File: src/rtl/phase_accumulator_pkg.sv
// ---------------------------------------------------------------------------
// phase_accumulator_pkg
//   Shared definitions for the DDS phase accumulator slice.
//   - Default accumulator width (M) and output phase width (N).
//   - Encoding of the tuning-word update controller states.
// ---------------------------------------------------------------------------
package phase_accumulator_pkg;

  // Default accumulator / FTW width
  localparam int unsigned M_DEF = 32;
  // Default output phase width; must match the downstream converter
  localparam int unsigned N_DEF = 14;

  // Update controller states: IDLE = no update waiting, PENDING = waiting for a wrap
  typedef enum logic {
    IDLE    = 1'b0,
    PENDING = 1'b1
  } upd_state_e;

endpackage : phase_accumulator_pkg

File: src/rtl/phase_accumulator_update_ctrl.sv
// ---------------------------------------------------------------------------
// phase_update_ctrl
//   Double-buffered FTW / POW registers with the immediate / phase-synchronous
//   update state machine.
//   Ports:
//     clk, rst_n        clock, asynchronous active-low reset
//     ftw_in, ftw_wr    tuning word data and shadow write strobe
//     pow_in, pow_wr    phase offset data and shadow write strobe
//     update            shadow -> active transfer request
//     sync_mode         0 = transfer at this edge, 1 = transfer at the next wrap
//     carry             accumulator carry-out of the current enabled add
//     ftw_act, pow_act  active tuning word / phase offset (registered)
//     pending           high while a synchronous update waits for a wrap
// ---------------------------------------------------------------------------
module phase_update_ctrl
  import phase_accumulator_pkg::*;
#(
  parameter int unsigned M = M_DEF,
  parameter int unsigned N = N_DEF
) (
  input  logic         clk,
  input  logic         rst_n,
  input  logic [M-1:0] ftw_in,
  input  logic         ftw_wr,
  input  logic [N-1:0] pow_in,
  input  logic         pow_wr,
  input  logic         update,
  input  logic         sync_mode,
  input  logic         carry,
  output logic [M-1:0] ftw_act,
  output logic [N-1:0] pow_act,
  output logic         pending
);

  logic [M-1:0] ftw_shadow_r;
  logic [N-1:0] pow_shadow_r;
  logic [M-1:0] ftw_shadow_nxt_s;
  logic [N-1:0] pow_shadow_nxt_s;
  upd_state_e   state_r;

  // Shadow next-value: a write in the same cycle bypasses straight into the load path
  always_comb begin
    ftw_shadow_nxt_s = ftw_shadow_r;
    pow_shadow_nxt_s = pow_shadow_r;
    if (ftw_wr) begin
      ftw_shadow_nxt_s = ftw_in;
    end else begin
      ftw_shadow_nxt_s = ftw_shadow_r;
    end
    if (pow_wr) begin
      pow_shadow_nxt_s = pow_in;
    end else begin
      pow_shadow_nxt_s = pow_shadow_r;
    end
  end

  // Shadow registers load on their write strobes regardless of accumulate enable
  always_ff @(posedge clk or negedge rst_n) begin
    if (!rst_n) begin
      ftw_shadow_r <= {M{1'b0}};
      pow_shadow_r <= {N{1'b0}};
    end else begin
      ftw_shadow_r <= ftw_shadow_nxt_s;
      pow_shadow_r <= pow_shadow_nxt_s;
    end
  end

  // Update FSM with registered active words and pending flag
  always_ff @(posedge clk or negedge rst_n) begin
    if (!rst_n) begin
      state_r <= IDLE;
      ftw_act <= {M{1'b0}};
      pow_act <= {N{1'b0}};
      pending <= 1'b0;
    end else begin
      case (state_r)
        IDLE: begin
          if (update && !sync_mode) begin
            ftw_act <= ftw_shadow_nxt_s;
            pow_act <= pow_shadow_nxt_s;
          end else if (update && sync_mode) begin
            // A carry in this same cycle does not count; wait for the next one
            state_r <= PENDING;
            pending <= 1'b1;
          end
        end
        PENDING: begin
          // An immediate request overrides the wait; a repeated sync request is absorbed
          if ((update && !sync_mode) || carry) begin
            ftw_act <= ftw_shadow_nxt_s;
            pow_act <= pow_shadow_nxt_s;
            state_r <= IDLE;
            pending <= 1'b0;
          end
        end
        default: begin
          state_r <= IDLE;
          pending <= 1'b0;
        end
      endcase
    end
  end

endmodule : phase_update_ctrl

File: src/rtl/phase_accumulator.sv
// ---------------------------------------------------------------------------
// phase_accumulator
//   DDS phase accumulator feeding the phase-to-amplitude converter. Adds the
//   active FTW every enabled clock into an M-bit accumulator and outputs the
//   top N bits plus the active phase offset, registered.
//   Ports:
//     clk, rst_n        clock, asynchronous active-low reset
//     en                accumulate enable (0 = hold)
//     clr               synchronous accumulator clear, overrides en
//     ftw_in, ftw_wr    tuning word data / shadow write strobe
//     pow_in, pow_wr    phase offset data / shadow write strobe
//     update, sync_mode shadow -> active transfer request and its timing mode
//     phase             (acc[M-1:M-N] + pow_act) mod 2^N, registered
//     wrap              one-cycle pulse aligned with phase on accumulator carry
//     pending           synchronous update waiting for a wrap
// ---------------------------------------------------------------------------
module phase_accumulator
  import phase_accumulator_pkg::*;
#(
  parameter int unsigned M = M_DEF,
  parameter int unsigned N = N_DEF
) (
  input  logic         clk,
  input  logic         rst_n,
  input  logic         en,
  input  logic         clr,
  input  logic [M-1:0] ftw_in,
  input  logic         ftw_wr,
  input  logic [N-1:0] pow_in,
  input  logic         pow_wr,
  input  logic         update,
  input  logic         sync_mode,
  output logic [N-1:0] phase,
  output logic         wrap,
  output logic         pending
);

  logic [M-1:0] acc_r;
  logic [M:0]   sum_s;
  logic [M-1:0] acc_next_s;
  logic         carry_s;
  logic [N-1:0] phase_next_s;
  logic [M-1:0] ftw_act_s;
  logic [N-1:0] pow_act_s;

  phase_update_ctrl #(
    .M (M),
    .N (N)
  ) u_update_ctrl (
    .clk       (clk),
    .rst_n     (rst_n),
    .ftw_in    (ftw_in),
    .ftw_wr    (ftw_wr),
    .pow_in    (pow_in),
    .pow_wr    (pow_wr),
    .update    (update),
    .sync_mode (sync_mode),
    .carry     (carry_s),
    .ftw_act   (ftw_act_s),
    .pow_act   (pow_act_s),
    .pending   (pending)
  );

  // Adder with carry-out; clr beats en and suppresses the carry
  always_comb begin
    sum_s      = {1'b0, acc_r} + {1'b0, ftw_act_s};
    acc_next_s = acc_r;
    carry_s    = 1'b0;
    if (clr) begin
      acc_next_s = {M{1'b0}};
      carry_s    = 1'b0;
    end else if (en) begin
      acc_next_s = sum_s[M-1:0];
      carry_s    = sum_s[M];
    end else begin
      acc_next_s = acc_r;
      carry_s    = 1'b0;
    end
    // Truncate to N bits, then offset; the N-bit add wraps naturally
    phase_next_s = acc_next_s[M-1:M-N] + pow_act_s;
  end

  // Accumulator and registered outputs
  always_ff @(posedge clk or negedge rst_n) begin
    if (!rst_n) begin
      acc_r <= {M{1'b0}};
      phase <= {N{1'b0}};
      wrap  <= 1'b0;
    end else begin
      acc_r <= acc_next_s;
      phase <= phase_next_s;
      wrap  <= carry_s;
    end
  end

endmodule : phase_accumulator

File: config.mk
export PLATFORM = sky130hd
export DESIGN_NAME = phase_accumulator
export DESIGN_NICKNAME = d
export VERILOG_FILES = /design/src/rtl/phase_accumulator_pkg.sv /design/src/rtl/phase_accumulator_update_ctrl.sv /design/src/rtl/phase_accumulator.sv
export SDC_FILE = /design/constraint.sdc
export NUM_CORES = 1
export LEC_CHECK = 0
export BUFFER_PORTS_ARGS = -buffer_cell sky130_fd_sc_hd__buf_2
export CAP_MARGIN = 5
export CORE_MARGIN = 1
export CORE_UTILIZATION = 35
export CTS_BUF_LIST = sky130_fd_sc_hd__clkbuf_8
export CTS_CLUSTER_SIZE = 24
export DETAILED_ROUTE_END_ITERATION = 7
export GPL_ROUTABILITY_DRIVEN = 0
export GPL_TIMING_DRIVEN = 0
export PLACE_DENSITY = 0.6
export SLEW_MARGIN = 20
export SYNTH_ARGS = -nofsm -noshare
export SYNTH_HDL_FRONTEND = slang
export SYNTH_HIERARCHICAL = 1
export SYNTH_SLANG_ARGS = --single-unit
File: constraint.sdc
create_clock -name clk -period 5 [get_ports clk]
set_input_delay 0.5 -clock clk [delete_from_list [all_inputs] [get_ports clk]]
set_output_delay 0.5 -clock clk [all_outputs]
set_load 0.005 [all_outputs]
After elaboration in Yosys (flattened, before gate mapping)
Cells that the tools add are included.
Word-level totals
  bits in registers: 141
  latch bits: 0
  RAM bits: 0
  ROM bits: 0
  input bits: 54
  output and inout port bits: 16
  word-level logic and storage cells: 44
  memories kept: 0
Operators by class
  add/sub/neg operators: 2
  multipliers: 0
  divide/modulo/power cells: 0
  $lt $le $gt $ge: 0
  equality and inequality tests: 4
  shift operators: 0
  muxes and demuxes: 20
  bitwise operators: 1
  reductions and logical operators: 7
Operators by type and width (count)
  $mux W32: 5
  $pmux W32 S2: 1
  $mux W14: 3
  $add A32 B32 Y33: 1
  $pmux W14 S2: 1
  $add A14 B14 Y14: 1
  $mux W1: 8
  $ne A2 B1 Y1 const B: 2
  $ne A2 B2 Y1 const B: 2
  $pmux W1 S2: 2
  $reduce_and A3 Y1: 1
  $logic_and A1 B1 Y1: 2
  $reduce_and A2 Y1: 1
  $reduce_bool A2 Y1: 1
  $logic_not A1 Y1: 1
  $logic_or A1 B1 Y1: 1
  $not A1 Y1: 1

Depth between registers and ports, before layout
  word-level depth: 6
  gate-level depth with buffers: 21
  depth with buffers taken out: 21

Cells and area by module
The synthesis kept the hierarchy.
Modules (own cells, without submodules)
  phase_accumulator: instances 1, cells an instance 435, area an instance 3881.2 µm², seq. area each 1176.1 µm²
  phase_update_ctrl: instances 1, cells an instance 204, area an instance 3829.9 µm², seq. area each 2352.3 µm²

Worst setup path after synthesis
Ideal clock, no wire load.
  path kind: reg2reg
  from: reg acc_r[0]
  to: reg phase[12]
  setup time: 90 ps
  arrival: 3988 ps
  data required time: 4910 ps
  setup slack: 923 ps
  stages on the path, launching flop included: 22
  buffers on the path: 0
  clock period less this slack: 4077 ps
  path through: dfrtp_1 ha_1 fa_1 a21oi_1 o2bb2ai_1 a41oi_1 nand2_1 a31oi_1 xnor2_1 mux2i_1 nor2_1 ha_1 inv_1 fa_1 nor2b_1 o21ai_0 a21boi_0 o21a_1 o21a_1 o2111ai_1 a211o_1 o2111ai_1
Between the ends
  word-level cells in the longest chain between the ends: 4
Ends and longest elaborated chain
  from (decl): line phase_accumulator.sv:38  | logic [M-1:0] acc_r;
  from (signal assigned): line phase_accumulator.sv:86  | acc_r <= {M{1'b0}};
  from (signal assigned): line phase_accumulator.sv:90  | acc_r <= acc_next_s;
  $add A32 B32 Y33: line phase_accumulator.sv:66  | sum_s = {1'b0, acc_r} + {1'b0, ftw_act_s};
  $mux W32: line phase_accumulator.sv:72  | end else if (en) begin
  $mux W32: line phase_accumulator.sv:69  | if (clr) begin
  named net acc_next_s[18]: line phase_accumulator.sv:40  | logic [M-1:0] acc_next_s;
  $add A14 B14 Y14: line phase_accumulator.sv:80  | phase_next_s = acc_next_s[M-1:M-N] + pow_act_s;
  named net phase_next_s[12]: line phase_accumulator.sv:42  | logic [N-1:0] phase_next_s;
  to (signal assigned): line phase_accumulator.sv:87  | phase <= {N{1'b0}};
  to (signal assigned): line phase_accumulator.sv:91  | phase <= phase_next_s;
  to (decl): line phase_accumulator.sv:33  | output logic [N-1:0] phase,
The timed path passes the listed nets, and every way through them passes these cells. The select of a mux whose other input is x is not followed.
A chain may end at the register's enable or synchronous reset.

Worst setup path after layout
  from: reg acc_r[4]
  to: reg phase[13]
Same word-level chain as after synthesis.

==> metrics <==
status=finished, final reports clean; Synth Flop Type=dfrtp_1; post-layout net count=828; worst hold start=pow_in[3]; Final Instance Count excl. Fillers=1,015; cell taking the most area after synthesis=dfrtp_1; CTS tree=built; Psw=1.92 mW; Area Overhead vs Synth=15.7%; Syn Inst Count=639; RSZ-0062 raised after global routing=no; DRT iter0 DRCs=267; Post-Route Utilization=41.9%; Post-Route Skew=19.5 ps; CTS Sinks=141; Die Wd=150 um; hold slack=275 ps; critical path required time=5370 ps; area post-placement=8430 um^2; Ant. Diodes=0; Mean Syn Cell Area=12.1 um^2; Placed Cells=982; Peak supply drop=0.000295 V; routed len/inst=16.1 um; Synth Register Bits=141; Initial Util=36.2%; DP HPWL=11.7 mm; final setup fails=0; drt total wl=16.3 mm; Final Hold Vio Count=0; GRT Residual Overflow=0; antenna violations before repair=0; worst hold-check path type=in -> reg; die area=22,600 um^2; Leakage=4.18 nW; share of layout cells above drive strength 1=30.3%; Chip Height=150 um; main area contributors after synthesis=dfrtp_1 (46%), mux2_4 (14%), ha_1 (7.3%); Via-to-Cell Ratio=5.10; combinational power share=46.7%; Max Cap Viol=0; Synth Cell Area=7710 um^2; post-route DRC violation count=0; vias in the first global route=5,251; IO buf count=67; Final Total Pwr=5.10 mW; Tot GR Track Use=15.9%; Max Freq=215 MHz; worst relative slew slack=39.5%; Worst Tran Pin Value=904 ps; core area=21,300 um^2; Async SR Flop Fraction=100%; via count=5,181; postcts setup bufs=0; Flop pwr share=32.6%; Root Driver=clkbuf_8; number of H-tree levels=4; synth unique cells=65; Worst Path Class, Setup=reg -> reg; critical path peak fanout=5; final worst slack=350 ps; Int Power=3.18 mW; clk_lat worst skew=470 ps; setup slack after placement=146 ps; Seq/Total Area, Yosys=45.8%; Setup TNS Final=0 ps; first-pass GRT wire length=27.4 mm; DRT antenna net count=0; Ports=70; Initial DRT Pass Iterations=5; Final Cycle Share=93.0%; crit path capture type=register; Switching Share=37.7%; largest net degree at the start of global routing=89; Clock Path Buffers=2; syn_nets=740; top cells by count, synth=dfrtp_1 (141), mux2_4 (72), nor2_1 (49); # fillers=2,017; yosys warns=6; Clock transition at path regs=90 ps; FF-to-FF Start=acc_r[4]; Finished Cell Area=8920 um^2; Rows=53; number of synthesized flops with an enable pin=0; Clock power frac=20.7%; cts bufs inserted=17; CP startpoint=acc_r[4]; count leader, synth=dfrtp_1; PwrDens=572 nW/um^2; Worst Setup Start Kind=register; Final Max Tran Viols=0; Yosys top cell area share=45.8%; Tmin final=4650 ps; Worst EP arrival=5020 ps
==> flip-flops by register name, indices dropped and copies added, names as in the netlist <==
register and cells:
acc_r 32, phase 14, u_update_ctrl/ftw_act 32, u_update_ctrl/ftw_shadow_r 32
u_update_ctrl/pending 1, u_update_ctrl/pow_act 14, u_update_ctrl/pow_shadow_r 14, u_update_ctrl/state_r 1
wrap 1
==> cells in the final DEF, fill, tap and decap left out, drive strengths merged, types with 12 or more instances in the layout <==
master,Yosys,routed
clkbuf,8,26
nor2,49,49
nor3,15,15
a21o,12,12
buf,16,84
ha,45,45
xnor2,17,17
mux2,92,92
dfrtp,141,141
a21oi,39,39
o21ai,25,25
inv,12,20
nand2,31,31
==> power groups by stage <==
| stage | logic (mW) | clock network (mW) | registers [mW] |
|---|---|---|---|
| finish | 2.38 | 1.06 | 1.66 |
| global route | 2.69 | 1.14 | 1.70 |
| CTS | 2.37 | 1.09 | 1.67 |
| detailed placement | 2.34 | 0 | 1.68 |
| global placement | 2.32 | 0 | 1.68 |
| floorplan | 1.86 | 0 | 1.63 |
==> path summary, 6_finish.rpt <==
| check | slack, ps | cells after the start | end |
|---|---|---|---|
| max | 350 | 16 | phase[13] |
| min | 280 | 2 | u_update_ctrl/pow_shadow_r[3] |
| max reg2reg | 350 | 16 | phase[13] |
| min reg2reg | 500 | 1 | u_update_ctrl/ftw_shadow_r[3] |
| max in group asynchronous | 3680 | 3 | u_update_ctrl/ftw_shadow_r[0] |
| min in group asynchronous | 550 | 2 | u_update_ctrl/ftw_shadow_r[14] |
==> worst max-delay path, cell delays in order (launching register included) <==
cell and delay (ps):
dfrtp_1 390, ha_1 370, a21o_1 210, a31o_2 230
o21ai_0 560, a31oi_1 270, a31o_2 330, a31oi_1 220
nor4_1 70, a221o_1 320, ha_1 380, nand3_1 110
o31ai_2 290, nor4_1 80, nor3_1 340, o211ai_1 160
xor2_1 220
==> cell families after synthesis <==
| family | share of synthesized area [%] |
|---|---|
| multiplexers | 18.4 |
| XOR/XNOR | 2.95 |
| adder cells (fa/ha/maj) | 7.82 |
| AO/OA/AOI/OAI | 13.2 |
| flip-flops | 45.8 |
| AND/OR/NAND/NOR | 8.49 |
| buffers and inverters | 3.42 |
==> cell type report <==
cell class / count / area [um^2] / area share [%]
Buffer: 24 / 219 / 2.46
Clock buffer: 18 / 248 / 2.78
Clock inverter: 14 / 204 / 2.29
Inverter: 12 / 45.0 / 0.505
Multi-Input combinational cell: 462 / 3950 / 44.3
Sequential cell: 141 / 3530 / 39.6
Tap cell: 275 / 344 / 3.86
Timing Repair Buffer: 69 / 383 / 4.29
==> per-layer routing <==
metal / global-route usage, % / up-vias / share of wire (%)
met2: 24.1 / 117 / 45
met4: 5.51 / 0 / 1.2
met1: 22.2 / 2519 / 49
met5: 0 / - / 0
met3: 3.64 / 16 / 4.0
li1: - / 2529 / -
==> timing repair <==
action | CTS | global route
resized for setup | 0 | 7
endpoints found under the setup margin | 0 | 5
hold endpoints to repair | 53 | 0
hold buffers | 1 | 0
No activity file was read; power rests on OpenSTA's default activity.
